## src/rtl/regfile_wb_arbiter.sv

```systemverilog
// Single write-port arbiter for the 32x32 register file. Port A (ALU) normally
// wins, and port B (load/multicycle) gets forced priority after MAX_WAIT refusals.
// The pending-write scoreboard drives the decode hazard and issue_ready outputs.

module regfile_wb_sb_cell (
    input  logic clk,
    input  logic reset_n,
    input  logic set,
    input  logic clr,
    output logic q
);
    // set has priority over clear so that a same-cycle re-issue stays tracked
    always_ff @(posedge clk or negedge reset_n) begin
        if (!reset_n)  q <= 1'b0;
        else if (set)  q <= 1'b1;
        else if (clr)  q <= 1'b0;
    end
endmodule

module regfile_wb_arbiter #(
    parameter int unsigned MAX_WAIT = 3,
    parameter int unsigned WAIT_W   = 4
) (
    input  logic        clk,
    input  logic        reset_n,
    input  logic        a_valid,
    input  logic [4:0]  a_rd,
    input  logic [31:0] a_data,
    output logic        a_ready,
    input  logic        b_valid,
    input  logic [4:0]  b_rd,
    input  logic [31:0] b_data,
    output logic        b_ready,
    input  logic        issue_valid,
    input  logic [4:0]  issue_rd,
    output logic        issue_ready,
    input  logic [4:0]  r_reg0,
    input  logic [4:0]  r_reg1,
    output logic        hazard,
    output logic [31:0] pending,
    output logic        reg_wren,
    output logic [4:0]  w_reg0,
    output logic [31:0] w_data
);
    localparam int unsigned NUM_REGS = 32;

    typedef struct packed {
        logic [4:0]  rd;
        logic [31:0] data;
    } wb_req_t;

    wb_req_t             a_req, b_req, win_req;
    logic [WAIT_W-1:0]   wait_cnt;
    logic                b_force;
    logic                wb_xfer;
    logic                wr_vld;
    logic                issue_xfer;
    logic [NUM_REGS-1:1] sb_q;

    assign a_req = '{rd: a_rd, data: a_data};
    assign b_req = '{rd: b_rd, data: b_data};

    // Arbitration: A by default, B once it has been refused MAX_WAIT cycles in a row
    assign b_force = (wait_cnt == WAIT_W'(MAX_WAIT));
    assign a_ready = a_valid && !(b_valid && b_force);
    assign b_ready = b_valid && (!a_valid || b_force);
    assign wb_xfer = a_ready || b_ready;
    assign win_req = b_ready ? b_req : a_req;
    assign wr_vld  = wb_xfer && (win_req.rd != 5'd0);

    always_ff @(posedge clk or negedge reset_n) begin
        if (!reset_n)
            wait_cnt <= '0;
        else if (!b_valid || b_ready)
            wait_cnt <= '0;
        else if (!b_force)
            wait_cnt <= wait_cnt + WAIT_W'(1);
    end

    // Registered write port; select/data hold when nothing is written
    always_ff @(posedge clk or negedge reset_n) begin
        if (!reset_n) begin
            reg_wren <= 1'b0;
            w_reg0   <= '0;
            w_data   <= '0;
        end else begin
            reg_wren <= wr_vld;
            if (wr_vld) begin
                w_reg0 <= win_req.rd;
                w_data <= win_req.data;
            end
        end
    end

    // Scoreboard: one cell per architectural register, r0 is hardwired clear
    assign issue_ready = !pending[issue_rd] || (issue_rd == 5'd0);
    assign issue_xfer  = issue_valid && issue_ready;

    for (genvar n = 1; n < NUM_REGS; n++) begin : g_sb
        regfile_wb_sb_cell u_cell (
            .clk     (clk),
            .reset_n (reset_n),
            .set     (issue_xfer && (issue_rd == 5'(n))),
            .clr     (wb_xfer && (win_req.rd == 5'(n))),
            .q       (sb_q[n])
        );
    end

    assign pending = {sb_q, 1'b0};

    // No same-cycle bypass: decode forwards the in-flight reg_wren value itself
    assign hazard = (pending[r_reg0] && (r_reg0 != 5'd0)) ||
                    (pending[r_reg1] && (r_reg1 != 5'd0));

endmodule

```

## config.mk

```make
export PLATFORM = sky130hd
export DESIGN_NAME = regfile_wb_arbiter
export DESIGN_NICKNAME = d
export VERILOG_FILES = /design/src/rtl/regfile_wb_arbiter.sv
export SDC_FILE = /design/constraint.sdc
export NUM_CORES = 1
export LEC_CHECK = 0
export ABC_AREA = 1
export CELL_PAD_IN_SITES_DETAIL_PLACEMENT = 1
export CELL_PAD_IN_SITES_GLOBAL_PLACEMENT = 1
export CORE_UTILIZATION = 34
export DETAILED_ROUTE_END_ITERATION = 10
export PLACE_DENSITY_LB_ADDON = 0.1
export SLEW_MARGIN = 20
export SYNTH_ARGS = -nofsm -noshare
export SYNTH_HDL_FRONTEND = slang
export SYNTH_SLANG_ARGS = --single-unit
```

## constraint.sdc

```tcl
create_clock -name clk -period 2.8 [get_ports clk]
set_input_delay 0.56 -clock clk [delete_from_list [all_inputs] [get_ports clk]]
set_output_delay 0.56 -clock clk [all_outputs]
set_load 0.02 [all_outputs]
```

; Word level (Yosys, flattened, before mapping)
; Cells that the tools add are included.
[totals]
word_cells = 287
output_inout_bits = 74
reg_bits = 73
[op_classes]
n_eq_ne = 64
mux = 71
n_lt_le_gt_ge = 3
addsub = 1
n_reduce_logical = 113
[ops]
columns = cell, n
row1 = $eq 5x5->1 const B, 32
row2 = $eq 5x4->1 const B, 16
row3 = $logic_and 1x1->1, 69
row4 = $mux 1, 65
row5 = $reduce_bool 2->1, 31
row6 = $eq 5x3->1 const B, 8
row7 = $mux 37, 1
row8 = $eq 5x2->1 const B, 4
row9 = $lt 5x6->1 const B, 3
row10 = $bmux 1 s5, 3
row11 = $reduce_bool 5->1, 3
row12 = $eq 5x1->1 const B, 2
row13 = $mux 4, 2
row14 = $logic_not 5->1, 1
row15 = $logic_or 1x1->1, 5
row16 = $add 4x1->4 const B, 1
row17 = $eq 4x2->1 const B, 1
row18 = $logic_not 1->1, 4
row19 = $ne 2x1->1 const B, 1

; Logic depth before layout (Yosys ltp)
[depth]
word_depth = 8
depth_mapped = 14

; Modules after synthesis
; A second synthesis with hierarchy kept.
[unflattened]
cells_unflattened = 844
hier_area_um2 = 5351.4
[by_module_without_submodules]
columns = module, seq_area_each_um2, instances, cells_per_inst, area_each_um2
row1 = regfile_wb_arbiter, 1051.0, 1, 689, 4110.2
row2 = regfile_wb_sb_cell, 25.0, 31, 5, 40.0

; Worst setup path after synthesis
; No wires, ideal clock.
[synth_path]
path_kind = in2out
startpoint = input port issue_rd[0]
endpoint = output port issue_ready
path_slack_ns = 0.609
cell_stages = 10
arrival_time_ns = 1.631
path_buffers = 2
path_cell_list = buf_2 buf_4 nand2_1 o21ai_0 nand2_1 nand2_1 nand2_1 nand2_1 o21ai_1 and2_1
[synth_between]
elab_chain_cells = 4
[synth_rtl]
columns = element, line_no
row1 = "start, declared", 35  ; input logic [4:0] issue_rd,
row2 = $bmux 1 s5, 96  ; assign issue_ready = !pending[issue_rd] || (issue_rd == 5'd0);
row3 = $mux 1 (implied by the code), 96
row4 = $logic_not 1->1, 96
row5 = $logic_or 1x1->1 *, 96
row6 = "end, declared", 36  ; output logic issue_ready,
; Every way passes the cells marked *; elsewhere a longest branch is shown, timed or not. The select of a mux whose other input is x is not followed.

; Final worst setup path
[layout_path]
startpoint = input port r_reg1[2]
endpoint = output port hazard
[layout_between]
elab_chain_cells = 4
[layout_rtl]
columns = element, line_no
row1 = "start, declared", 38  ; input logic [4:0] r_reg1,
row2 = $bmux 1 s5, 113  ; (pending[r_reg1] && (r_reg1 != 5'd0));
row3 = $mux 1 (implied by the code), 113
row4 = $logic_and 1x1->1 *, 113
row5 = $logic_or 1x1->1 *, 112  ; assign hazard = (pending[r_reg0] && (r_reg0 != 5'd0)) ||
row6 = "end, declared", 39  ; output logic hazard,
; Marked as above.

==> flow_summary.yaml <==
die:
  rows: 44
  y_dimension_of_the_die_um: 125
  floorplan.die_area_um2: 15500
  die-width_um: 125
  initial_core_util_pct: 35.0
  placeable_area_um2: 14600
  boundaryPins: 168
logic_synthesis:
  number_of_flip_flops_and_latches_in_the_synthesized_netlist: 73
  edff_count_synth: 0
  synth_nets: 883
  syn_inst: 788
  synth_async_sr_flop_share_pct: 100
  postSynthAreaPerCell_um2: 6.48
  synth-warning-count: 0
  synth-main-ff-cell: "sky130_fd_sc_hd__dfrtp_1"
  netlist-cell-type-count: 36
  post_syn_area_um2: 5110
  yosysSeqAreaShare_pct: 35.7
final_layout:
  drive_gt1_share_pct: 9.80
  layout-area-overhead-vs-synth_pct: 42.0
  final_net_count: 1030
  register_area_um2: 1830
  fillers: 1841
  multiInputGateArea_um2: 2690
  antenna_cells: 0
pwr:
  power.ir.vdd_worst_uv: 247
  power_density_nw_per_um2: 595
  leakage_uw: 0.00351
placement:
  gp_congestion: 0.903
  worst_case_setup_slack_after_placement_ns: -0.378
  place_hpwl_mm: 15.1
  buffer_ports.inserted: 166
setup_path:
  ordered_list_of_cells_on_the_worst_path: "clkdlybuf4s50_1, inv_1, nor2_1, buf_4, nand2_1, nand3_1, nand2_1, nand3_1, nand3_1, nand2_1, nand3b_1, buf_2"
  critical_path.slowest_cell: "sky130_fd_sc_hd__clkdlybuf4s50_1"
  required_worst_endpoint_ns: 2.24
  cpPeakStageDelay_ns: 0.53
  critical_path.top_delay_family: "buffers and inverters"
  critical_path_launch_point_type: "primary input"
  worst-endpoint-arrival_ns: 2.11
  crit_fanout: 4
  cp.buffers_inverters: 4
  worstSetupPathType: "primary input to output port"
  critPathCaptureType: "output port"
clock_network:
  cts.repair_timing.setup_buffer_count: 0
  tritoncts_clock_tree: "built"
  ctsHtreeMaxLevel: 3
  clock_path_buffers: 2
  cts_root_buf: "sky130_fd_sc_hd__clkbuf_16"
  cts_made_buffers: 9
  clkLatencyLatePin_ns: 0.34
  cts_hold_bufs: 0
  ctsResizeCount: 7
  cts_num_sinks: 73
  clock_transition_at_the_register_clock_pins_on_the_worst_setup_and_hold_paths_after_cts_ns: 0.05
grt:
  grt_use_total_pct: 26.3
  first_global_vias: 6150
  globalRoute.totalOverflow: 0
  wire_length_of_the_first_global_routing_pass_mm: 32.2
  grt_max_degree: 74
  grt_antenna_before_repair: 0
sta:
  grt_setup_unrepaired: "false"
  timing.final.setup_violations: 0
  slew_viol_final: 0
  hold_violations: 0
  post-route-min-period_ns: 2.67
  final_clock_skew_ns: 0.00649
  hold_ws_ns: 0.352
  worst_slew_pin_slew_ns: 0.975
  postLayoutSetupSlackWorst_ns: 0.131
  fmax_achieved_ghz: 0.375
  min_period_over_period_pct: 95.3
  timing.max_slew.rel_slack_pct: 35.0
hold_path:
  hp-class: "primary input to asynchronous set/reset pin"
route:
  postRouteAntennaNets: 0
  route.detailed.drc: 0
  routed_wire_length_per_instance_um: 17.6
  vias: 5845
  drt_wl_total_mm: 19.8
  detail_route.vias_per_cell: 5.20
  dr.pass1.iters: 4
  drt_iter0_drc: 233
outcome:
  status: "finished clean"
run:
  maxCapViolations: 0
-- layout make-up --
class / count / area share [%]
repair buffers: 213 / 28.3
well taps: 184 / 3.17
flip-flops and latches: 73 / 25.2
clock inverters: 5 / 1.10
inverters: 36 / 1.90
clock buffers: 10 / 3.29
multi-input cells: 602 / 37.1
-- registers in the layout (all words and copies together), names as in the netlist --
| register | count |
|---|---|
| g_sb.u_cell.q | 31 |
| reg_wren | 1 |
| w_data | 32 |
| wait_cnt | 4 |
| w_reg0 | 5 |
-- through the flow --
step           std cells  setup TNS (ns)  total power (uW)  cell area, um^2  utilization, %
2_1_floorplan        788               0              2370             5110               -
4_1_cts             1123               0              4360             7240            49.6
5_1_grt             1123               0              4570             7260            49.7
3_3_place_gp        1108          -0.611              3060             6930            47.5
3_5_place_dp        1108          -0.699              3090             6930            47.5
6_report            1123               0              4320             7260            49.7
-- where the power goes --
group	total [uW]	switching, uW	internal [uW]
Sequential	1500	260	1240
Combinational	1570	871	698
Clock	1250	454	797
-- final timing paths --
path / slack [ns] / depth (start not counted) / endpoint / startpoint
hold reg to reg: 0.47 / 2 / w_data[3] / w_data[3]
setup / recovery: 0.13 / 12 / hazard / r_reg1[2]
setup reg to reg: 0.56 / 10 / g_sb[23].u_cell.q / wait_cnt[0]
min in group clk: 0.47 / 2 / w_data[3] / w_data[3]
hold / removal: 0.35 / 1 / w_data[12] / reset_n
max in group asynchronous: 1.79 / 1 / w_data[25] / reset_n
-- cells in the mapped netlist (all sizes together) (2+ instances only) --
library cell / instances / share of area [%]
nand4: 33 / 4.0
o21ai: 58 / 5.8
buf: 50 / 7.0
nor3: 12 / 1.2
dfrtp: 73 / 36
clkbuf: 27 / 2.0
nor2: 42 / 3.4
a31oi: 2 / 0.24
or2: 2 / 0.25
nand2: 358 / 27
nand3: 70 / 7.1
o211ai: 6 / 0.88
inv: 35 / 2.6
a21oi: 13 / 1.3
-- kinds of logic after synthesis --
family	count (synthesis)	share of synthesized area, %
adders and majority gates	1	0.245
DFF	73	35.7
and+or+nand+nor	520	43.9
AOI/OAI and AO/OA	79	8.15
other	1	0.0734
xor gates and xnor gates	1	0.171
buffers and inverters	113	11.7
-- per-layer routing --
metal  wire length, um  track usage [%]  vias up
met1              7850             30.7     2797
li1                  -                -     2804
met3              1530             7.60       41
met4               654             12.2        0
met5                 0                0        -
met2              9740             44.2      203
-- layout by cell type (no fill, tap or decap), types with 2 or more instances in the layout --
| master | Yosys | routed |
|---|---|---|
| sky130_fd_sc_hd__nand4_1 | 33 | 33 |
| sky130_fd_sc_hd__o21ai_1 | 11 | 10 |
| sky130_fd_sc_hd__buf_12 | 1 | 3 |
| sky130_fd_sc_hd__bufinv_16 | 0 | 2 |
| sky130_fd_sc_hd__nand2_2 | 15 | 15 |
| sky130_fd_sc_hd__clkdlybuf4s50_1 | 0 | 162 |
| sky130_fd_sc_hd__nor2_1 | 39 | 39 |
| sky130_fd_sc_hd__clkinvlp_4 | 0 | 2 |
| sky130_fd_sc_hd__o211ai_1 | 6 | 6 |
| sky130_fd_sc_hd__nor3_1 | 12 | 12 |
| sky130_fd_sc_hd__buf_6 | 2 | 2 |
| sky130_fd_sc_hd__o21ai_0 | 46 | 45 |
| sky130_fd_sc_hd__o21ai_2 | 1 | 3 |
| sky130_fd_sc_hd__nand2_1 | 341 | 341 |
| sky130_fd_sc_hd__inv_1 | 34 | 33 |
| sky130_fd_sc_hd__a31oi_1 | 2 | 2 |
| sky130_fd_sc_hd__buf_4 | 33 | 44 |
| sky130_fd_sc_hd__nor2_4 | 2 | 2 |
| sky130_fd_sc_hd__dfrtp_1 | 73 | 73 |
| sky130_fd_sc_hd__nand3_1 | 69 | 69 |
| sky130_fd_sc_hd__clkbuf_16 | 0 | 9 |
| sky130_fd_sc_hd__a21oi_1 | 13 | 13 |
-- worst register-to-register path: cells and delay by family, from the launching register on --
kind | cells | cell delay (ns)
fa+ha+maj | 1 | 0.25
simple gates | 6 | 0.89
buf+inv | 1 | 0.20
compound gates | 2 | 0.38
flops | 1 | 0.40
No activity file was read; power rests on OpenSTA's default activity.
